===== src/rtl/pic_param_pkg.sv =====
// Shared constants and types for the parametrised interrupt controller.
// Register map, CONFIG bit positions, handshake state encoding.
package pic_param_pkg;

    localparam logic [1:0] ADDR_MASK    = 2'd0;
    localparam logic [1:0] ADDR_CONFIG  = 2'd1;
    localparam logic [1:0] ADDR_VECBASE = 2'd2;
    localparam logic [1:0] ADDR_EOI     = 2'd3;

    localparam int CFG_LTIM   = 0;
    localparam int CFG_ROTATE = 1;
    localparam int CFG_AEOI   = 2;
    localparam int CFG_W      = 3;

    typedef enum logic [1:0] {
        ST_IDLE = 2'd0,
        ST_ACK1 = 2'd1,
        ST_ACK2 = 2'd2
    } pic_state_e;

    // The EOI "specific" flag lives in the MSB of the write data.
    function automatic int eoi_spec_bit(input int data_w);
        return data_w - 1;
    endfunction

endpackage


===== src/rtl/pic_rotating_resolver.sv =====
// Combinational priority pick over a request vector; the scan starts
// just after the lowest-priority pointer and wraps around.
module pic_rotating_resolver #(
    parameter int NUM_IRQ = 8,
    parameter int ID_W    = 3
) (
    input  logic [NUM_IRQ-1:0] i_req,
    input  logic [ID_W-1:0]    i_ptr,
    output logic               o_valid,
    output logic [ID_W-1:0]    o_id
);

    always_comb begin
        o_valid = 1'b0;
        o_id    = '0;
        // Walk from lowest to highest priority so the last hit is the winner.
        for (int k = NUM_IRQ - 1; k >= 0; k--) begin
            logic [ID_W-1:0] w_idx;
            w_idx = i_ptr + ID_W'(k) + ID_W'(1);
            if (i_req[w_idx]) begin
                o_valid = 1'b1;
                o_id    = w_idx;
            end
        end
    end

endmodule


===== src/rtl/param_interrupt_controller.sv =====
// 8259A-style interrupt controller with flat register port, fixed or rotating
// priority, normal/automatic EOI and a two-pulse INTA vector handshake.
module param_interrupt_controller
    import pic_param_pkg::*;
#(
    parameter int                 NUM_IRQ    = 8,
    parameter int                 ID_W       = $clog2(NUM_IRQ),
    parameter int                 DATA_W     = 8,
    parameter logic [NUM_IRQ-1:0] RESET_MASK = '1
) (
    input  logic               i_clk,
    input  logic               i_reset_n,
    input  logic [NUM_IRQ-1:0] i_irq_in,
    input  logic               i_reg_wr,
    input  logic [1:0]         i_reg_addr,
    input  logic [DATA_W-1:0]  i_reg_wdata,
    input  logic               i_inta,
    output logic               o_int,
    output logic [DATA_W-1:0]  o_vec,
    output logic               o_vec_valid,
    output logic [ID_W-1:0]    o_cas,
    output logic               o_cas_en,
    output logic [NUM_IRQ-1:0] o_irr,
    output logic [NUM_IRQ-1:0] o_isr
);

    localparam int EOI_SPEC_BIT = eoi_spec_bit(DATA_W);

    pic_state_e          r_state;
    logic [NUM_IRQ-1:0]  r_mask;
    logic [CFG_W-1:0]    r_cfg;
    logic [DATA_W-1:0]   r_vecbase;
    logic [ID_W-1:0]     r_ptr;
    logic [NUM_IRQ-1:0]  r_prev;
    logic [NUM_IRQ-1:0]  r_irr;
    logic [NUM_IRQ-1:0]  r_isr;
    logic [ID_W-1:0]     r_id;
    logic                r_spur;
    logic                r_int;
    logic [DATA_W-1:0]   r_vec;
    logic                r_vec_valid;
    logic [ID_W-1:0]     r_cas;
    logic                r_cas_en;

    logic                w_req_valid;
    logic [ID_W-1:0]     w_req_id;
    logic                w_isr_valid;
    logic [ID_W-1:0]     w_isr_id;
    logic                w_qual;
    logic                w_eoi_wr;
    logic                w_eoi_spec;
    logic [ID_W-1:0]     w_eoi_tgt;
    logic                w_eoi_hit;
    logic [NUM_IRQ-1:0]  w_isr_post;
    logic                w_ack_block;
    logic                w_ack_valid;
    logic [ID_W-1:0]     w_ack_id;
    logic [NUM_IRQ-1:0]  w_irr_nxt;
    logic [NUM_IRQ-1:0]  w_isr_nxt;
    logic [ID_W-1:0]     w_ptr_nxt;

    // Position in the current priority order, 0 = highest.
    function automatic logic [ID_W-1:0] f_rank(input logic [ID_W-1:0] id,
                                               input logic [ID_W-1:0] ptr);
        return id - ptr - ID_W'(1);
    endfunction

    pic_rotating_resolver #(.NUM_IRQ(NUM_IRQ), .ID_W(ID_W)) u_req_res (
        .i_req   (r_irr & ~r_mask),
        .i_ptr   (r_ptr),
        .o_valid (w_req_valid),
        .o_id    (w_req_id)
    );

    pic_rotating_resolver #(.NUM_IRQ(NUM_IRQ), .ID_W(ID_W)) u_isr_res (
        .i_req   (r_isr),
        .i_ptr   (r_ptr),
        .o_valid (w_isr_valid),
        .o_id    (w_isr_id)
    );

    assign w_qual = w_req_valid &&
                    (!w_isr_valid || (f_rank(w_req_id, r_ptr) < f_rank(w_isr_id, r_ptr)));

    assign w_eoi_wr   = i_reg_wr && (i_reg_addr == ADDR_EOI);
    assign w_eoi_spec = i_reg_wdata[EOI_SPEC_BIT];
    assign w_eoi_tgt  = w_eoi_spec ? i_reg_wdata[ID_W-1:0] : w_isr_id;
    assign w_eoi_hit  = w_eoi_wr && (w_eoi_spec ? r_isr[w_eoi_tgt] : w_isr_valid);

    always_comb begin
        w_isr_post = r_isr;
        if (w_eoi_hit) begin
            w_isr_post[w_eoi_tgt] = 1'b0;
        end
    end

    // An EOI in the same cycle as the first INTA must unblock the winner.
    always_comb begin
        w_ack_block = 1'b0;
        for (int i = 0; i < NUM_IRQ; i++) begin
            if (w_isr_post[i] && (f_rank(ID_W'(i), r_ptr) <= f_rank(w_req_id, r_ptr))) begin
                w_ack_block = 1'b1;
            end
        end
    end

    assign w_ack_valid = w_req_valid && !w_ack_block;
    assign w_ack_id    = w_ack_valid ? w_req_id : ID_W'(NUM_IRQ - 1);

    always_comb begin
        w_irr_nxt = r_cfg[CFG_LTIM] ? i_irq_in : ((r_irr | (i_irq_in & ~r_prev)) & ~r_mask);
        w_isr_nxt = w_isr_post;
        w_ptr_nxt = (w_eoi_hit && r_cfg[CFG_ROTATE]) ? w_eoi_tgt : r_ptr;
        if ((r_state == ST_IDLE) && i_inta && w_ack_valid) begin
            w_isr_nxt[w_req_id] = 1'b1;
            if (!r_cfg[CFG_LTIM]) begin
                w_irr_nxt[w_req_id] = 1'b0;
            end
        end
        if ((r_state == ST_ACK1) && i_inta && r_cfg[CFG_AEOI] && !r_spur) begin
            w_isr_nxt[r_id] = 1'b0;
            if (r_cfg[CFG_ROTATE]) begin
                w_ptr_nxt = r_id;
            end
        end
    end

    always_ff @(posedge i_clk or negedge i_reset_n) begin
        if (!i_reset_n) begin
            r_state     <= ST_IDLE;
            r_mask      <= RESET_MASK;
            r_cfg       <= '0;
            r_vecbase   <= '0;
            r_ptr       <= ID_W'(NUM_IRQ - 1);
            r_prev      <= '0;
            r_irr       <= '0;
            r_isr       <= '0;
            r_id        <= '0;
            r_spur      <= 1'b0;
            r_int       <= 1'b0;
            r_vec       <= '0;
            r_vec_valid <= 1'b0;
            r_cas       <= '0;
            r_cas_en    <= 1'b0;
        end else begin
            r_prev      <= i_irq_in;
            r_irr       <= w_irr_nxt;
            r_isr       <= w_isr_nxt;
            r_ptr       <= w_ptr_nxt;
            r_vec_valid <= 1'b0;
            if (i_reg_wr) begin
                case (i_reg_addr)
                    ADDR_MASK:    r_mask    <= i_reg_wdata[NUM_IRQ-1:0];
                    ADDR_CONFIG:  r_cfg     <= i_reg_wdata[CFG_W-1:0];
                    ADDR_VECBASE: r_vecbase <= i_reg_wdata;
                    default:      ;
                endcase
            end
            case (r_state)
                ST_IDLE: begin
                    r_int <= w_qual;
                    if (i_inta) begin
                        r_state  <= ST_ACK1;
                        r_id     <= w_ack_id;
                        r_spur   <= !w_ack_valid;
                        r_cas    <= w_ack_id;
                        r_cas_en <= 1'b1;
                        r_int    <= 1'b0;
                    end
                end
                ST_ACK1: begin
                    r_int <= 1'b0;
                    if (i_inta) begin
                        r_state     <= ST_ACK2;
                        r_vec       <= r_vecbase + DATA_W'(r_id);
                        r_vec_valid <= 1'b1;
                        r_cas_en    <= 1'b0;
                    end
                end
                default: begin
                    r_int   <= 1'b0;
                    r_state <= ST_IDLE;
                end
            endcase
        end
    end

    assign o_int       = r_int;
    assign o_vec       = r_vec;
    assign o_vec_valid = r_vec_valid;
    assign o_cas       = r_cas;
    assign o_cas_en    = r_cas_en;
    assign o_irr       = r_irr;
    assign o_isr       = r_isr;

endmodule


===== config.mk =====
export PLATFORM = sky130hd
export DESIGN_NAME = param_interrupt_controller
export DESIGN_NICKNAME = d
export VERILOG_FILES = /design/src/rtl/pic_param_pkg.sv /design/src/rtl/pic_rotating_resolver.sv /design/src/rtl/param_interrupt_controller.sv
export SDC_FILE = /design/constraint.sdc
export NUM_CORES = 1
export LEC_CHECK = 0
export BUFFER_PORTS_ARGS = -buffer_cell sky130_fd_sc_hd__buf_2
export CORE_MARGIN = 1.5
export CORE_UTILIZATION = 60
export DETAILED_ROUTE_END_ITERATION = 16
export PLACE_DENSITY = 0.76
export SYNTH_ARGS = -nofsm -noshare
export SYNTH_HDL_FRONTEND = slang
export SYNTH_SLANG_ARGS = --single-unit

===== constraint.sdc =====
create_clock -name i_clk -period 7.5 [get_ports i_clk]
set_input_delay 0.75 -clock i_clk [delete_from_list [all_inputs] [get_ports i_clk]]
set_output_delay 0.75 -clock i_clk [all_outputs]
set_load 0.01 [all_outputs]

After elaboration in Yosys (flattened, before gate mapping)
Cells that the tools add are included.

cells by class
  magnitude comparators = 23
  bitwise operators = 13
  $add $sub $neg = 35
  muxes and demuxes = 102
  equality and inequality tests = 6
  reductions and logical operators = 36

operators by type and width
  kind                 number
  $mux 3               21
  $bmux 1 s3           17
  $mux 1               51
  $and 8x8->8          6
  $mux 8               6
  $lt 3x4->1 const B   11
  $not 8->8            5
  $sub 3x1->3 const B  10
  $add 3x1->3 const B  8
  $le 3x3->1           8
  $logic_and 1x1->1    21
  $or 8x8->8           2
  $add 3x3->3 const B  4
  $reduce_and 2->1     6
  $sub 3x3->3 const A  4
  $demux 1 s3          3
  $ge 3x1->1 const B   3
  $add 8x3->8          1
  $add 3x2->3 const B  2
  $sub 1x3->3 const A  2
  $sub 2x3->3 const A  2
  $sub 3x3->3          2
  $eq 2x1->1 const B   2
  $eq 2x2->1 const B   2
  10 further kinds     16

storage, ports and cells
  flip-flop bits (word level) = 63
  word-level logic and storage cells = 229

Longest topological paths before layout
  depth after elaboration = 35
  gate-level depth with buffers = 29

By module
Synthesis repeated with hierarchy kept, for this count alone.

unflattened totals
  cells, all modules = 596
  area, all modules = 5721.7 um^2

modules (own cells, without submodules)
  module                      cells each  area each (um^2)  times used
  param_interrupt_controller  388         3832.4            1
  pic_rotating_resolver       104         944.7             2

Worst setup path after synthesis
OpenSTA, ideal clock, no wires.

  path type = reg2reg
  start point = register r_ptr[0]
  end point = register r_irr[2] (netlist: o_irr[2])
  cell stages (with the launch flop) = 28
  arrival time = 6020 ps
  clock period less this slack = 6141 ps
  library setup time = 121 ps
  required time = 7379 ps
  buffers on the path = 7
  setup slack = 1359 ps
  path through = dfstp_2 buf_6 inv_4 buf_2 clkbuf_1 ha_1 buf_4 buf_6 and4b_1 o41ai_2 and2_1 o21ai_1 a21boi_2 nor3_1 ha_1 fa_1 buf_1 nor3_1 o21ai_0 o31ai_1 a2111oi_4 mux2i_4 buf_6 maj3_2 a32o_1 nor2_4 nand4_1 a22o_1

between the ends
  longest elaborated chain between the ends = 33

ends and longest elaborated chain
  item                                                                  RTL line                           text
  start, declared                                                       param_interrupt_controller.sv:33   logic [ID_W-1:0] r_ptr;
  start signal, assigned                                                param_interrupt_controller.sv:134  r_ptr <= ID_W'(NUM_IRQ - 1);
  start signal, assigned                                                param_interrupt_controller.sv:149  r_ptr <= w_ptr_nxt;
  parallel branches: the longest is 32 deep, another holds $add 3x3->3  --
  $mux 8 *                                                              param_interrupt_controller.sv:114  if ((r_state == ST_IDLE) && i_inta && w_ack_valid) begin
  net w_irr_nxt[2]                                                      param_interrupt_controller.sv:58   logic [NUM_IRQ-1:0] w_irr_nxt;
  end signal, assigned                                                  param_interrupt_controller.sv:147  r_irr <= w_irr_nxt;
  end, declared                                                         param_interrupt_controller.sv:35   logic [NUM_IRQ-1:0] r_irr;

Mark *: on every way through the listed nets, which the timed path passes. The select of a mux whose other input is x is not followed.
A chain may end at the register's enable or synchronous reset.

Worst setup path after layout
  start point = register r_ptr[1]
  end point = register r_irr[3] (netlist: o_irr[3])

The elaborated chain is that of the path after synthesis.

==> run_summary.xml <==
<?xml version="1.0" encoding="UTF-8"?>
<metrics>
  <group name="finish">
    <metric name="finish.utilization" unit="%">67.14</metric>
    <metric name="multiInputGateArea" unit="um^2">4250</metric>
    <metric name="drive_gt1_share" unit="%">27.31</metric>
    <metric name="num-fill-cells" unit="">799</metric>
    <metric name="count_of_nets_after_finishing" unit="">706</metric>
    <metric name="final-seq-area" unit="um^2">1590</metric>
    <metric name="antenna_cell_count" unit="">0</metric>
    <metric name="layout-area-overhead-vs-synth" unit="%">7.559</metric>
  </group>
  <group name="route">
    <metric name="detail_route.wirelength.met1" unit="um">7189</metric>
    <metric name="top_layer" unit="">met4</metric>
    <metric name="antenna_violating_nets_post_route" unit="">0</metric>
    <metric name="post_drt_wl_per_cell" unit="um">22.54</metric>
    <metric name="met3_wire_len" unit="um">1449</metric>
    <metric name="detail_route.first_pass.iterations" unit="">6</metric>
    <metric name="vias_per_cell" unit="">6.934</metric>
    <metric name="via_count" unit="">5568</metric>
    <metric name="first_iter_violations" unit="">521</metric>
    <metric name="routed-wl-met2" unit="um">8685</metric>
    <metric name="wl" unit="um">18100</metric>
    <metric name="drcViolationCount" unit="">0</metric>
  </group>
  <group name="setup_path">
    <metric name="worstSetupPathType" unit="">register to register</metric>
    <metric name="cp_required" unit="ns">7.73</metric>
    <metric name="critical_path_start_type" unit="">register</metric>
    <metric name="worstSetupEndpointType" unit="">register</metric>
    <metric name="cp_data_arrival_time" unit="ns">6.91</metric>
    <metric name="critical_path_peak_fanout" unit="">16</metric>
  </group>
  <group name="grt">
    <metric name="grt_pass1_wl" unit="um">29640</metric>
    <metric name="vias_in_the_first_global_route" unit="">5696</metric>
    <metric name="total_congestion_overflow" unit="">0</metric>
    <metric name="global_route.usage.total" unit="%">34.57</metric>
    <metric name="pin_count_of_the_biggest_net_entering_global_routing" unit="">64</metric>
    <metric name="grt_antenna_before_repair" unit="">0</metric>
  </group>
  <group name="yosys">
    <metric name="synth-async-reset-ratio" unit="%">100.0</metric>
    <metric name="synthesis.instances" unit="">632</metric>
    <metric name="syn_avg_cell_area" unit="um^2">9.742</metric>
    <metric name="synth_area_leaders" unit="">dfrtp_1, mux4_2, dfstp_2</metric>
    <metric name="synth_seq_cells" unit="">63</metric>
    <metric name="synth_flop_cell" unit="">dfrtp_1</metric>
    <metric name="synth.net_count" unit="">673</metric>
    <metric name="synth-edff-count" unit="">0</metric>
    <metric name="synthDominantCellAreaShare" unit="%">21.13</metric>
    <metric name="synth-warning-count" unit="">0</metric>
    <metric name="post-synth-top-area-cell" unit="">dfrtp_1</metric>
    <metric name="leading_cell_types_by_count_after_synthesis" unit="">nand2_1, dfrtp_1, a21oi_1</metric>
    <metric name="syn-cell-area" unit="um^2">6157</metric>
    <metric name="ys_seq_area_share" unit="%">25.83</metric>
    <metric name="netlist-cell-type-count" unit="">101</metric>
    <metric name="synth.most_common_cell" unit="">nand2_1</metric>
  </group>
  <group name="sta">
    <metric name="setup_total_negative_slack" unit="ns">0</metric>
    <metric name="hold_viol_final" unit="">0</metric>
    <metric name="rsz0062_at_grt" unit="">false</metric>
    <metric name="period_share" unit="%">89.10</metric>
    <metric name="slew_headroom" unit="%">48.03</metric>
    <metric name="fmax" unit="MHz">149.7</metric>
    <metric name="final_skew" unit="ns">0.01199</metric>
    <metric name="setup_viol" unit="">0</metric>
    <metric name="tightest_slew" unit="ns">0.7795</metric>
    <metric name="timing_max_transition_violations_final" unit="">0</metric>
    <metric name="finalWorstPathRequiredPeriod" unit="ns">6.682</metric>
  </group>
  <group name="clock_tree">
    <metric name="clock_insertion_delay_worst_skew" unit="ns">0.35</metric>
    <metric name="htree_num_levels" unit="">3</metric>
    <metric name="ctsLongestPathBuffers" unit="">2</metric>
    <metric name="hold_buffers" unit="">0</metric>
    <metric name="clk_pin_slew_worst_paths" unit="ns">0.07</metric>
    <metric name="cts.repair_timing.setup_buffer_count" unit="">0</metric>
    <metric name="sinks_on_clock_net" unit="">63</metric>
    <metric name="tritoncts" unit="">yes</metric>
    <metric name="post_cts.resized_instances" unit="">0</metric>
    <metric name="tritoncts.num_buffers" unit="">9</metric>
    <metric name="cts.root.buffer_cell" unit="">clkbuf_8</metric>
  </group>
  <group name="placement">
    <metric name="routabilityCongestion" unit="">0.9480</metric>
    <metric name="io_buffer_count" unit="">51</metric>
    <metric name="dp_hpwl" unit="um">13420</metric>
  </group>
  <group name="floorplan">
    <metric name="dieHeight" unit="um">104.3</metric>
    <metric name="ios" unit="">52</metric>
    <metric name="die_w" unit="um">104.3</metric>
    <metric name="dieArea" unit="um^2">10880</metric>
    <metric name="core" unit="um^2">9864</metric>
    <metric name="rows" unit="">36</metric>
    <metric name="initial_utilization" unit="%">62.42</metric>
  </group>
  <group name="worst_hold_path">
    <metric name="min-delay-path-class" unit="">register to register</metric>
  </group>
  <group name="run">
    <metric name="timing.max_cap.violations" unit="">0</metric>
  </group>
  <group name="run_status">
    <metric name="run_status" unit="">finished clean</metric>
  </group>
</metrics>
==> logic make-up (layout without fill, tap and decap cells) <==
group	Yosys count	after routing	synth area share (%)
and+or+nand+nor	217	217	19.87
muxes	81	81	19.63
DFF	63	63	25.83
adders and majority gates	22	22	4.755
AOI/OAI and AO/OA	167	167	21.36
buffers and inverters	63	101	5.141
xor gates and xnor gates	19	19	3.414
==> worst paths after layout <==
kind	startpoint	end	slack, ns	cells after the start
setup / recovery	r_ptr[1]$_DFF_PN1_	o_irr[3]$_DFF_PN0_	0.82	20
hold / removal	r_state[1]$_DFFE_PN0P_	r_state[0]$_DFFE_PN0P_	0.44	1
setup reg to reg	r_ptr[1]$_DFF_PN1_	o_irr[3]$_DFF_PN0_	0.82	20
hold reg to reg	r_state[1]$_DFFE_PN0P_	r_state[0]$_DFFE_PN0P_	0.44	1
max in group asynchronous	i_reset_n	r_prev[2]$_DFF_PN0_	6.42	2
min in group asynchronous	i_reset_n	r_cfg[1]$_DFFE_PN0P_	0.56	2
==> metal layers <==
metal  track usage (%)  vias to the layer above
li1                  -                     2449
met1             43.94                     2735
met2             56.81                      309
met3             5.639                       75
met4             17.66                        0
met5                 0                        -
==> placed cells by master (no fill, tap or decap), types with 5 or more instances in the layout <==
master,instances
nor3_1,8
a22o_1,11
nor3b_1,5
o21ai_1,9
nor2_1,36
mux2_2,23
a21oi_1,37
mux2i_1,26
ha_1,16
nor4_1,6
nand2b_1,32
o21ai_0,24
dfrtp_1,52
inv_1,22
nand2_1,64
a21o_1,7
nand4_1,11
xnor2_1,6
buf_2,51
dfstp_2,11
xor2_1,9
mux4_2,26
nor2b_1,13
buf_4,10
and2_1,5
clkbuf_8,10
o22ai_1,6
==> worst max-delay path: stages, from the launching register on <==
cell	delay [ns]
dfstp_2	0.53
inv_1	0.22
ha_1	0.79
nor4bb_1	0.18
o41ai_2	0.61
and2_1	0.31
o21ai_1	0.09
a21boi_2	0.20
nor3_1	0.56
ha_1	0.28
fa_1	0.40
nor3_1	0.08
o21ai_0	0.13
o31ai_1	0.16
a2111oi_4	0.40
mux2i_4	0.21
maj3_2	0.34
and3_4	0.20
nor4_2	0.43
nand4_1	0.22
a22o_1	0.22
==> registers in the layout, summed over array words and instances, names as in the netlist <==
register	flops
r_mask	8
o_cas	3
o_vec	8
o_vec_valid	1
r_cfg	3
o_irr	8
o_cas_en	1
o_isr	8
r_spur	1
o_int	1
r_state	2
r_ptr	3
r_vecbase	8
r_prev	8
==> stage by stage <==
stage                     std cells  hold WS, ns  area, um^2  setup WS, ns
after floorplan                 632       0.4139        6157         1.359
after global placement          787       0.4242        6430         1.298
after detailed placement        787       0.4277        6430         1.040
after CTS                       803       0.4394        6623        0.9579
after global routing            803       0.4575        6623        0.4076
final                           803       0.4395        6623        0.8178
==> final cells by class <==
cell class	count	share of cell area [%]
multi-input cells	506	64.18
flip-flops and latches	63	24.01
clock inverters	3	0.6613
inverters	24	1.398
repair buffers	61	4.988
well taps	133	2.513
clock buffers	13	2.248
Power is left out: the tool's default activity adds up to more than one toggle a clock period on the data nets, which glitch-free logic cannot reach.
